**src/rtl/memory2_pkg.sv**
```systemverilog
// Shared CPU definitions used by the memory2 stage: pipeline pass structs,
// load-type encoding and the memory2 load-tracking FSM states.
package cpu_defs;

    localparam int XLEN   = 32;
    localparam int REG_AW = 5;

    // Load width/sign selector carried down the pipe with each load.
    typedef enum logic [2:0] {
        LD_B  = 3'd0,
        LD_BU = 3'd1,
        LD_H  = 3'd2,
        LD_HU = 3'd3,
        LD_W  = 3'd4
    } ld_type_t;

    // Load-response tracking inside memory2.
    //   IDLE  : no load response pending
    //   WAIT  : load held, data not yet returned
    //   HOLD  : data returned and buffered while writeback stalls
    //   DRAIN : held load was flushed, its response is still owed
    typedef enum logic [1:0] {
        M2_IDLE  = 2'd0,
        M2_WAIT  = 2'd1,
        M2_HOLD  = 2'd2,
        M2_DRAIN = 2'd3
    } m2_state_t;

    typedef struct packed {
        logic              valid;
        logic              is_ld;
        ld_type_t          ld_type;
        logic [1:0]        va;
        logic [REG_AW-1:0] rd;
        logic              is_wr_rd;
        logic [XLEN-1:0]   ex_out;
    } memory1_memory2_pass_t;

    typedef struct packed {
        logic              valid;
        logic              is_ld;
        logic [REG_AW-1:0] rd;
        logic              is_wr_rd;
        logic [XLEN-1:0]   ex_mem_out;
    } memory2_writeback_pass_t;

    // True for load types whose result is sign-extended.
    function automatic logic is_signed_load(ld_type_t t);
        return (t == LD_B) || (t == LD_H);
    endfunction

endpackage

```
**src/rtl/memory2_if.sv**
```systemverilog
// Bundle of memory2 stage signals: upstream pass/ready, downstream
// pass/ready, dcache load response, decode bypass and FSM debug state.
//
// Handshake: the stage consumes pass_in on every clock edge where rdy_in is
// high (pass_in.valid marks whether it carries an instruction); pass_out is
// consumed by writeback on every edge where pass_out.valid is high, which
// the stage only raises while next_rdy_in is high.
interface memory2_if;
    import cpu_defs::*;

    logic                    flush;
    logic                    next_rdy_in;
    logic                    rdy_in;
    memory1_memory2_pass_t   pass_in;
    logic                    dc_rdata_valid;
    logic [XLEN-1:0]         dc_rdata;
    memory2_writeback_pass_t pass_out;
    logic                    fwd_valid;
    logic [REG_AW-1:0]       fwd_rd;
    logic [XLEN-1:0]         fwd_data;
    m2_state_t               state;

    modport master (
        output flush, next_rdy_in, pass_in, dc_rdata_valid, dc_rdata,
        input  rdy_in, pass_out, fwd_valid, fwd_rd, fwd_data, state
    );

    modport slave (
        input  flush, next_rdy_in, pass_in, dc_rdata_valid, dc_rdata,
        output rdy_in, pass_out, fwd_valid, fwd_rd, fwd_data, state
    );

endinterface

```
**src/rtl/memory2_load_align.sv**
```systemverilog
// Combinational load alignment: selects the addressed byte/half of the
// raw aligned word and sign- or zero-extends it to 32 bits.
module load_align
    import cpu_defs::*;
(
    input  ld_type_t        ld_type,
    input  logic [1:0]      va,
    input  logic [XLEN-1:0] word,
    output logic [XLEN-1:0] result
);

    logic [7:0]  byte_sel;
    logic [15:0] half_sel;
    logic        sign_bit;

    // Lane select, then extension; halves ignore va[0], words ignore va.
    always_comb begin
        byte_sel = word[{va, 3'b000} +: 8];
        half_sel = word[{va[1], 4'b0000} +: 16];
        sign_bit = 1'b0;
        result   = word;
        case (ld_type)
            LD_B, LD_BU: begin
                sign_bit = is_signed_load(ld_type) & byte_sel[7];
                result   = {{24{sign_bit}}, byte_sel};
            end
            LD_H, LD_HU: begin
                sign_bit = is_signed_load(ld_type) & half_sel[15];
                result   = {{16{sign_bit}}, half_sel};
            end
            default: result = word;
        endcase
    end

endmodule

```
**src/rtl/memory2.sv**
```systemverilog
// Memory2 pipeline stage: holds one instruction from memory1, waits for the
// dcache response of a held load, aligns it and passes the result to
// writeback. Responses owed to flushed loads are drained so that a later
// load never consumes a stale response.
module memory2
    import cpu_defs::*;
(
    input logic      clk,
    input logic      rst_n,
    memory2_if.slave bus
);

    memory1_memory2_pass_t held;
    m2_state_t             state;
    m2_state_t             state_nxt;
    logic [XLEN-1:0]       data_buf;
    logic                  buf_load;

    logic                  held_ld;
    logic                  have_data;
    logic                  waiting;
    logic                  m2_flush;
    logic                  m2_stall;
    logic                  rdy;
    logic                  next_held_ld;
    logic [XLEN-1:0]       load_word;
    logic [XLEN-1:0]       load_result;
    logic [XLEN-1:0]       result;

    assign held_ld   = held.valid & held.is_ld;
    // Data is available either straight off the dcache in WAIT or from the
    // buffer in HOLD; in DRAIN the arriving response belongs to a dead load.
    assign have_data = ((state == M2_WAIT) & bus.dc_rdata_valid) | (state == M2_HOLD);
    assign waiting   = held.is_ld & ~have_data;

    assign m2_flush  = bus.flush | ~held.valid;
    assign m2_stall  = ~bus.next_rdy_in | (held_ld & ~have_data);
    assign rdy       = m2_flush | ~m2_stall;

    // Whether the register will hold a live load after this edge.
    assign next_held_ld = rdy ? (bus.pass_in.valid & bus.pass_in.is_ld) : held_ld;

    // Input register: capture on rdy, otherwise hold.
    always_ff @(posedge clk or negedge rst_n) begin
        if (!rst_n) begin
            held <= '0;
        end else if (rdy) begin
            held <= bus.pass_in;
        end
    end

    // FSM state register.
    always_ff @(posedge clk or negedge rst_n) begin
        if (!rst_n) begin
            state <= M2_IDLE;
        end else begin
            state <= state_nxt;
        end
    end

    // FSM next state and buffer-load strobe.
    always_comb begin
        state_nxt = state;
        buf_load  = 1'b0;
        case (state)
            M2_IDLE: begin
                if (next_held_ld) begin
                    state_nxt = M2_WAIT;
                end
            end
            M2_WAIT: begin
                if (bus.dc_rdata_valid) begin
                    // Emitted this cycle (bypass) or discarded by flush.
                    if (bus.flush || bus.next_rdy_in) begin
                        state_nxt = next_held_ld ? M2_WAIT : M2_IDLE;
                    end else begin
                        state_nxt = M2_HOLD;
                        buf_load  = 1'b1;
                    end
                end else if (bus.flush) begin
                    // The killed load's response is still on its way.
                    state_nxt = M2_DRAIN;
                end
            end
            M2_HOLD: begin
                if (bus.flush || bus.next_rdy_in) begin
                    state_nxt = next_held_ld ? M2_WAIT : M2_IDLE;
                end
            end
            M2_DRAIN: begin
                // First response is the dead one; a load captured meanwhile
                // waits for the following response.
                if (bus.dc_rdata_valid) begin
                    state_nxt = next_held_ld ? M2_WAIT : M2_IDLE;
                end
            end
            default: state_nxt = M2_IDLE;
        endcase
    end

    // Response buffer for writeback stalls; contents only matter in HOLD.
    always_ff @(posedge clk) begin
        if (buf_load) begin
            data_buf <= bus.dc_rdata;
        end
    end

    assign load_word = (state == M2_HOLD) ? data_buf : bus.dc_rdata;

    load_align u_load_align (
        .ld_type (held.ld_type),
        .va      (held.va),
        .word    (load_word),
        .result  (load_result)
    );

    assign result = held.is_ld ? load_result : held.ex_out;

    // Stage outputs: writeback pass, bypass and debug state.
    always_comb begin
        bus.pass_out.valid      = ~m2_flush & ~m2_stall;
        bus.pass_out.is_ld      = held.is_ld;
        bus.pass_out.rd         = held.rd;
        bus.pass_out.is_wr_rd   = held.is_wr_rd;
        bus.pass_out.ex_mem_out = result;
        bus.rdy_in              = rdy;
        bus.fwd_valid           = held.valid & held.is_wr_rd & ~waiting;
        bus.fwd_rd              = held.rd;
        bus.fwd_data            = result;
        bus.state               = state;
    end

endmodule

```
**src/flat_wrapper.sv**
```systemverilog
// flat-port wrapper written by rule: the top's interface ports become plain ports
module memory2_flat import cpu_defs::*;
  (clk, rst_n, bus_flush, bus_next_rdy_in, bus_pass_in, bus_dc_rdata_valid, bus_dc_rdata, bus_rdy_in, bus_pass_out, bus_fwd_valid, bus_fwd_rd, bus_fwd_data, bus_state);
  memory2_if bus_i ();
  input logic clk;
  input logic rst_n;
  input wire logic [$bits(bus_i.flush)-1:0] bus_flush;
  input wire logic [$bits(bus_i.next_rdy_in)-1:0] bus_next_rdy_in;
  input wire logic [$bits(bus_i.pass_in)-1:0] bus_pass_in;
  input wire logic [$bits(bus_i.dc_rdata_valid)-1:0] bus_dc_rdata_valid;
  input wire logic [$bits(bus_i.dc_rdata)-1:0] bus_dc_rdata;
  output wire logic [$bits(bus_i.rdy_in)-1:0] bus_rdy_in;
  output wire logic [$bits(bus_i.pass_out)-1:0] bus_pass_out;
  output wire logic [$bits(bus_i.fwd_valid)-1:0] bus_fwd_valid;
  output wire logic [$bits(bus_i.fwd_rd)-1:0] bus_fwd_rd;
  output wire logic [$bits(bus_i.fwd_data)-1:0] bus_fwd_data;
  output wire logic [$bits(bus_i.state)-1:0] bus_state;
  assign bus_i.flush = bus_flush;
  assign bus_i.next_rdy_in = bus_next_rdy_in;
  assign bus_i.pass_in = bus_pass_in;
  assign bus_i.dc_rdata_valid = bus_dc_rdata_valid;
  assign bus_i.dc_rdata = bus_dc_rdata;
  assign bus_rdy_in = bus_i.rdy_in;
  assign bus_pass_out = bus_i.pass_out;
  assign bus_fwd_valid = bus_i.fwd_valid;
  assign bus_fwd_rd = bus_i.fwd_rd;
  assign bus_fwd_data = bus_i.fwd_data;
  assign bus_state = bus_i.state;
  memory2 u_core (.clk(clk), .rst_n(rst_n), .bus(bus_i));
endmodule
```
**config.mk**
```make
export PLATFORM = sky130hd
export DESIGN_NAME = memory2_flat
export DESIGN_NICKNAME = d
export VERILOG_FILES = /design/src/rtl/memory2_pkg.sv /design/src/rtl/memory2_if.sv /design/src/rtl/memory2_load_align.sv /design/src/rtl/memory2.sv /design/src/flat_wrapper.sv
export SDC_FILE = /design/constraint.sdc
export NUM_CORES = 1
export LEC_CHECK = 0
export ABC_CLOCK_PERIOD_IN_PS = 4330
export BUFFER_PORTS_ARGS = -buffer_cell sky130_fd_sc_hd__buf_4
export CORE_UTILIZATION = 40
export DETAILED_ROUTE_END_ITERATION = 7
export GPL_TIMING_DRIVEN = 0
export PLACE_DENSITY = 0.66
export SYNTH_ARGS = -nofsm -noshare
export SYNTH_HDL_FRONTEND = slang
export SYNTH_HIERARCHICAL = 1
export SYNTH_SLANG_ARGS = --single-unit
```
**constraint.sdc**
```tcl
create_clock -name clk -period 4.33 [get_ports clk]
set_input_delay 0.433 -clock clk [delete_from_list [all_inputs] [get_ports clk]]
set_output_delay 0.433 -clock clk [all_outputs]
set_load 0.02 [all_outputs]
```
==> results of run 1 <==
==> registers in the layout (all words and copies together), names as in the netlist <==
name                 flops
u_core/bus.fwd_rd        5
u_core/bus.pass_out      2
u_core/bus.state         2
u_core/data_buf         32
u_core/held             38
==> cell type report <==
type,count,area (um^2),area share
sequential,79,2140,0.339
timing repair buffer,162,1220,0.193
clock inverter,5,50.0,0.00795
inverter,8,30.0,0.00477
buffer,66,458,0.0727
tap,140,175,0.0278
multi-input combinational,221,2000,0.318
clock buffer,10,229,0.0364
==> synthesized netlist by cell type, types with 2 or more instances <==
library cell,number
mux2_2,67
dfrtp_1,47
buf_4,46
mux2_1,42
edfxtp_1,32
nand2_1,27
o21ai_0,18
clkbuf_1,10
a221o_1,8
a22o_1,8
mux2i_1,8
nor2_1,7
buf_2,6
inv_1,6
o221a_2,6
buf_6,4
a21oi_1,3
nand2b_1,3
nor2b_1,3
inv_2,2
o211ai_1,2
==> metal layers <==
metal / global-route usage / routed length [um]
met1: 0.279 / 5300
met2: 0.340 / 5790
met3: 0.0753 / 1170
met4: 0.0857 / 221
met5: 0 / 0
==> stage by stage <==
stage | worst slack (ns) | util | hold slack [ns] | std cells
6_report | 0.287 | 0.571 | 0.106 | 691
5_1_grt | 0.00586 | 0.571 | 0.149 | 691
4_1_cts | 0.261 | 0.571 | 0.120 | 691
3_5_place_dp | 0.659 | 0.545 | 0.473 | 676
3_3_place_gp | 0.682 | 0.545 | 0.463 | 676
2_1_floorplan | 1.05 | - | 0.137 | 374
==> cell families (layout without fill, tap and decap cells) <==
group,count (synthesis),after routing,synth area share
flip-flops,79,79,0.463
AND/OR/NAND/NOR,49,49,0.0534
multiplexers,118,118,0.288
buffers and inverters,74,251,0.106
AO/OA/AOI/OAI,54,54,0.0902
==> worst max-delay path by stage <==
stage / from / to / slack [ns] / cells after the start
4_1_cts: u_core/bus.state[0] / bus_pass_out[15] / 0.26 / 10
2_1_floorplan: u_core/bus.state[1] / bus_pass_out[10] / 1.05 / 9
5_1_grt: u_core/bus.state[0] / bus_pass_out[24] / 0.006 / 11
3_3_place_gp: u_core/bus.state[0] / bus_pass_out[13] / 0.68 / 10
6_report: u_core/bus.state[0] / bus_pass_out[15] / 0.29 / 10
3_5_place_dp: u_core/bus.state[0] / bus_pass_out[15] / 0.66 / 10
==> report_power, final <==
part | leakage [nW] | switching, W | internal [W] | total (W)
logic | 1.81 | 0.000733 | 0.000713 | 0.00145
registers | 0.839 | 0.0000479 | 0.000861 | 0.000908
clock network | 0.133 | 0.000299 | 0.000438 | 0.000737
==> results.sh, run 1 <==
export IMPL_clockRootBuffer="clkbuf_16"
export IMPL_final_hold_viol_count=0
export IMPL_fillerInstances=949
export IMPL_wl_per_cell_um=18.1
export IMPL_core_mm2=0.0110
export IMPL_tightestPinTransition_ns=0.977
export IMPL_rsz0062_at_grt="false"
export IMPL_cts_sinks=79
export IMPL_final_common_cell="buf_4"
export IMPL_ys_types=40
export IMPL_finalCritPeriodShare=0.934
export IMPL_rr_worst_depth=5
export IMPL_synth_area_mm2=0.00462
export IMPL_drv_slew=0
export IMPL_ys_seq_elements=79
export IMPL_start_util=0.419
export IMPL_num_vias=3602
export IMPL_cts_hold_buf=0
export IMPL_clockBufferDepth=2
export IMPL_drive_gt1_frac=0.566
export IMPL_r2r_slack_ns=2.29
export IMPL_finalInstanceArea_mm2=0.00630
export IMPL_dp_hpwl_um=9550
export IMPL_synth_area_top_cells="dfrtp_1 25%, edfxtp_1 21%, mux2_2 16%"
export IMPL_fmax_mhz=247
export IMPL_ios=163
export IMPL_area_delta_synth_final_pct=36.3
export IMPL_synthCells=374
export IMPL_io_buffer_count=162
export IMPL_yosysWarnings=6
export IMPL_cts_setup_buffers=0
export IMPL_die_h_um=109
export IMPL_async_reset_ff_frac=0.595
export IMPL_yosysTopAreaCellShare=0.255
export IMPL_synth_area_leader_cell="dfrtp_1"
export IMPL_crit_buf_inv=4
export IMPL_p_leak_nw=2.79
export IMPL_path_delay_family="multiplexers"
export IMPL_dieArea_mm2=0.0120
export IMPL_place_area_mm2=0.00602
export IMPL_grt_pass1_wl_um=19100
export IMPL_fin_setup_tns_ns=0
export IMPL_cts_htree_levels=3
export IMPL_clock_latency_ns=0.35
export IMPL_insertedDiodeCount=0
export IMPL_start_kind="flip-flop"
export IMPL_path_clk_slew_ns=0.06
export IMPL_gp_congestion=0.823
export IMPL_clock_skew_ns=0.00511
export IMPL_slowest_stage="dfrtp_1"
export IMPL_drc=0
export IMPL_fin_nets=629
export IMPL_path_cells="nor2b_1, clkbuf_1, buf_2, mux2_2, mux4_2, nor3b_4, a221o_1, mux2_2, buf_4, buf_4"
export IMPL_hold_path_class="input port to async pin"
export IMPL_cts_buffers=9
export IMPL_vias_per_cell=5.21
export IMPL_endpoint_kind="output port"
export IMPL_cpPeakStageDelay_ns=0.47
export IMPL_power_density_mw_per_mm2=491
export IMPL_grt_usage=0.219
export IMPL_cts_tree="yes"
export IMPL_critPathRequiredTime_ns=3.90
export IMPL_firstDrtPassIters=5
export IMPL_final_cell_mix="208 x buf_4, 67 x mux2_2, 47 x dfrtp_1, 42 x mux2_1, 32 x edfxtp_1"
export IMPL_avgSynthCellArea_um2=12.3
export IMPL_min_period_ns=4.04
export IMPL_synth_nets=456
export IMPL_ys_seq_area_frac=0.463
export IMPL_slew_headroom=0.347
export IMPL_cap_violations=0
export IMPL_drt_total_wl_um=12500
export IMPL_p_total_w=0.00309
export IMPL_postRouteAntennaNets=0
export IMPL_die_w_um=109
export IMPL_worstPathArrival_ns=3.61
export IMPL_synth_edf_count=32
export IMPL_r2r_end="u_core/held[41]"
export IMPL_setup_violations=0
export IMPL_grt_max_degree=48
export IMPL_first_global_vias=3589
export IMPL_cts_repair_resized=0
export IMPL_reg2reg_from="u_core/bus.pass_out[38]"
export IMPL_synth_ff_type="dfrtp_1"
export IMPL_antenna_found_initial=0
export IMPL_worst_path_max_fanout=10
export IMPL_irDropWorstVdd_v=0.000348
export IMPL_run_status="completed"
export IMPL_critical_path_class="flip-flop to output port"
export IMPL_drt_iter0_markers=177
export IMPL_gr_total_overflow=0
export IMPL_rows=38
No activity file was read; power rests on OpenSTA's default activity.
==> inputs of run 2 (changes only) <==
--- a/config.mk
+++ b/config.mk
@@ -10,8 +10,7 @@
 export CORE_UTILIZATION = 40
 export DETAILED_ROUTE_END_ITERATION = 7
 export GPL_TIMING_DRIVEN = 0
-export PLACE_DENSITY = 0.66
+export PLACE_DENSITY = 0.76
 export SYNTH_ARGS = -nofsm -noshare
 export SYNTH_HDL_FRONTEND = slang
-export SYNTH_HIERARCHICAL = 1
 export SYNTH_SLANG_ARGS = --single-unit
==> run 2 against run 1 <==
  * Synthesized cell count grew 11%
  * Critical path depth grew 1
  * Power shrank 10%
  * Die area shrank 0.69%
  * Clock skew grew 0.0027 ns
  * Cell area shrank 0.24%
  * Worst hold slack gained 0.0020 ns
  * Register-to-register slack lost 0.21 ns
  * Core utilization grew 0.11 points
  * First-iteration DRC count grew 24%
  * Critical endpoint is now bus_pass_out[2]
  * Largest power group unchanged
  * Highest routed layer unchanged
==> results.sh, run 2 <==
export IMPL_final_hold_viol_count=0
export IMPL_synth_area_leader_cell="dfrtp_1"
export IMPL_synth_top_cells_by_count="48 x buf_4, 47 x dfrtp_1, 47 x mux2_2, 46 x mux2i_1, 34 x nand2_1"
export IMPL_grt_busiest_layer="met2"
export IMPL_power_frac_seq=0.319
export IMPL_slowest_stage="buf_2"
export IMPL_synth_edf_count=32
export IMPL_clock_latency_ns=0.34
export IMPL_combinationalPowerShare=0.403
export IMPL_core_mm2=0.0110
export IMPL_multiInputGateArea_mm2=0.00195
export IMPL_cts_tree="yes"
export IMPL_critPathRequiredTime_ns=3.90
export IMPL_drc=0
export IMPL_grt_max_degree=48
export IMPL_critical_path_class="flip-flop to output port"
export IMPL_gp_congestion=0.832
export IMPL_cts_setup_buffers=0
export IMPL_regMostFlops="u_core.held"
export IMPL_endpoint_kind="output port"
export IMPL_irDropWorstVdd_v=0.000237
export IMPL_met1_usage=0.257
export IMPL_grtUsageMet2=0.357
export IMPL_yosysWarnings=0
export IMPL_min_period_ns=3.35
export IMPL_drt_total_wl_um=12500
export IMPL_hold_path_class="input port to async pin"
export IMPL_antenna_found_initial=0
export IMPL_wl_per_cell_um=17.1
export IMPL_drive_gt1_frac=0.485
export IMPL_cts_buffers=9
export IMPL_rsz0062_at_grt="false"
export IMPL_power_density_mw_per_mm2=441
export IMPL_num_vias=3793
export IMPL_cpPeakStageDelay_ns=0.35
export IMPL_synth_area_top_cells="dfrtp_1 26%, edfxtp_1 21%, mux2_2 12%"
export IMPL_clockRootBuffer="clkbuf_16"
export IMPL_grt_pass1_wl_um=18900
export IMPL_run_status="completed"
export IMPL_die_h_um=109
export IMPL_ios=163
export IMPL_postRouteAntennaNets=0
export IMPL_drt_iter0_markers=219
export IMPL_rows=38
export IMPL_fin_nets=671
export IMPL_insertedDiodeCount=0
export IMPL_crit_path_frequent_cell="buf_2"
export IMPL_avgSynthCellArea_um2=11.0
export IMPL_clockBufferDepth=2
export IMPL_ys_types=41
export IMPL_cts_repair_resized=0
export IMPL_synth_area_mm2=0.00459
export IMPL_setup_violations=0
export IMPL_firstDrtPassIters=4
export IMPL_worst_path_max_fanout=10
export IMPL_fin_cells=734
export IMPL_largest_reg_flops=38
export IMPL_dp_cells=718
export IMPL_synthCells=416
export IMPL_final_cell_mix="210 x buf_4, 47 x mux2_2, 47 x dfrtp_1, 46 x mux2i_1, 34 x nand2_1"
export IMPL_switching_power_w=0.000924
export IMPL_yosysTopAreaCellShare=0.256
export IMPL_async_reset_ff_frac=0.595
export IMPL_ys_seq_elements=79
export IMPL_internal_power_w=0.00185
export IMPL_r2r_slack_ns=2.08
export IMPL_synth_nets=498
export IMPL_area_delta_synth_final_pct=37.0
export IMPL_pwr_share_clk=0.278
export IMPL_start_kind="flip-flop"
export IMPL_crit_buf_inv=6
export IMPL_path_clk_slew_ns=0.06
export IMPL_dieArea_mm2=0.0119
export IMPL_slew_headroom=0.457
export IMPL_ys_seq_area_frac=0.466
export IMPL_start_util=0.418
export IMPL_dp_hpwl_um=9760
export IMPL_pre_cts_slack_ns=1.37
export IMPL_cts_sinks=79
export IMPL_synth_ff_type="dfrtp_1"
export IMPL_io_buffer_count=162
export IMPL_tightestPinTransition_ns=0.815
export IMPL_finalCritPeriodShare=0.773
export IMPL_fin_setup_tns_ns=0
export IMPL_worstPathArrival_ns=2.92
export IMPL_p_leak_nw=2.96
export IMPL_path_cells="buf_2, nand2b_1, buf_2, buf_2, buf_2, nand2_1, a32oi_1, o211ai_1, o21ai_0, buf_4, buf_4"
export IMPL_swShare=0.334
export IMPL_fillerInstances=938
export IMPL_cap_violations=0
export IMPL_cts_hold_buf=0
export IMPL_use_met3=0.0532
export IMPL_final_common_cell="buf_4"
export IMPL_drv_slew=0
export IMPL_fmax_mhz=299
export IMPL_seqCellArea_mm2=0.00214
export IMPL_vias_per_cell=5.17
export IMPL_die_w_um=109
export IMPL_clock_skew_ns=0.00777
export IMPL_timing_final_ws_setup_ns=0.981
export IMPL_yosysMostFrequentCell="buf_4"
export IMPL_first_global_vias=3774
export IMPL_cts_htree_levels=3
export IMPL_grt_usage=0.212
export IMPL_path_delay_family="buffers and inverters"
export IMPL_gr_total_overflow=0
-- run 2: changes by cell type after synthesis, sizes merged, moves of 7 or more --
| cell | change |
|---|---|
| a22o | -7 |
| mux2i | +38 |
| a221o | -8 |
| nor2 | +25 |
| a21oi | +19 |
| o21ai | -8 |
| mux2 | -60 |
| nand2 | +7 |
-- run 2: cell families (layout without fill, tap and decap cells) --
logic type / count (synthesis) / count (layout) / synth area share
AO/OA/AOI/OAI: 65 / 65 / 0.0925
multiplexers: 97 / 97 / 0.231
buffers and inverters: 80 / 258 / 0.109
flip-flops: 79 / 79 / 0.466
AND/OR/NAND/NOR: 95 / 95 / 0.101
-- run 2: layout make-up --
type | count | area share
buffer | 67 | 0.0721
sequential | 79 | 0.340
multi-input combinational | 257 | 0.310
timing repair buffer | 162 | 0.194
inverter | 13 | 0.00777
tap | 140 | 0.0279
clock inverter | 3 | 0.00677
clock buffer | 13 | 0.0414
-- run 2: worst paths after layout --
path                                        to                 from  cells after the start
setup / recovery               bus_pass_out[2]  u_core.bus.state[0]                     11
hold / removal                 u_core.held[17]                rst_n                      1
setup reg to reg               u_core.held[21]  u_core.bus.state[0]                      7
hold reg to reg                 u_core.held[1]       u_core.held[1]                      1
max in group asynchronous      u_core.held[38]                rst_n                      1
min in group clk           u_core.data_buf[11]     bus_dc_rdata[11]                      1
-- run 2: per-layer routing --
metal  share of wire  up-vias
met5               0        -
met4           0.021        0
met3           0.068       20
met2            0.50      154
met1            0.41     1828
li1                -     1791
-- run 2: per-stage QoR --
stage / total power [W] / area, um^2 / utilization / hold WS [ns]
final: 0.00277 / 6280 / 0.572 / 0.108
after global routing: 0.00289 / 6280 / 0.572 / 0.154
after detailed placement: 0.00201 / 5980 / 0.544 / 0.482
after CTS: 0.00279 / 6280 / 0.572 / 0.133
after global placement: 0.00199 / 5980 / 0.544 / 0.480
after floorplan: 0.00159 / 4590 / - / 0.137
-- run 2: power groups by stage --
| stage | Clock [W] | Sequential [W] | Combinational, W |
|---|---|---|---|
| detailed placement | 0 | 0.000897 | 0.00111 |
| CTS | 0.000784 | 0.000883 | 0.00112 |
| finish | 0.000769 | 0.000884 | 0.00112 |
| global route | 0.000812 | 0.000890 | 0.00119 |
| floorplan | 0 | 0.000891 | 0.000697 |
| global placement | 0 | 0.000894 | 0.00110 |
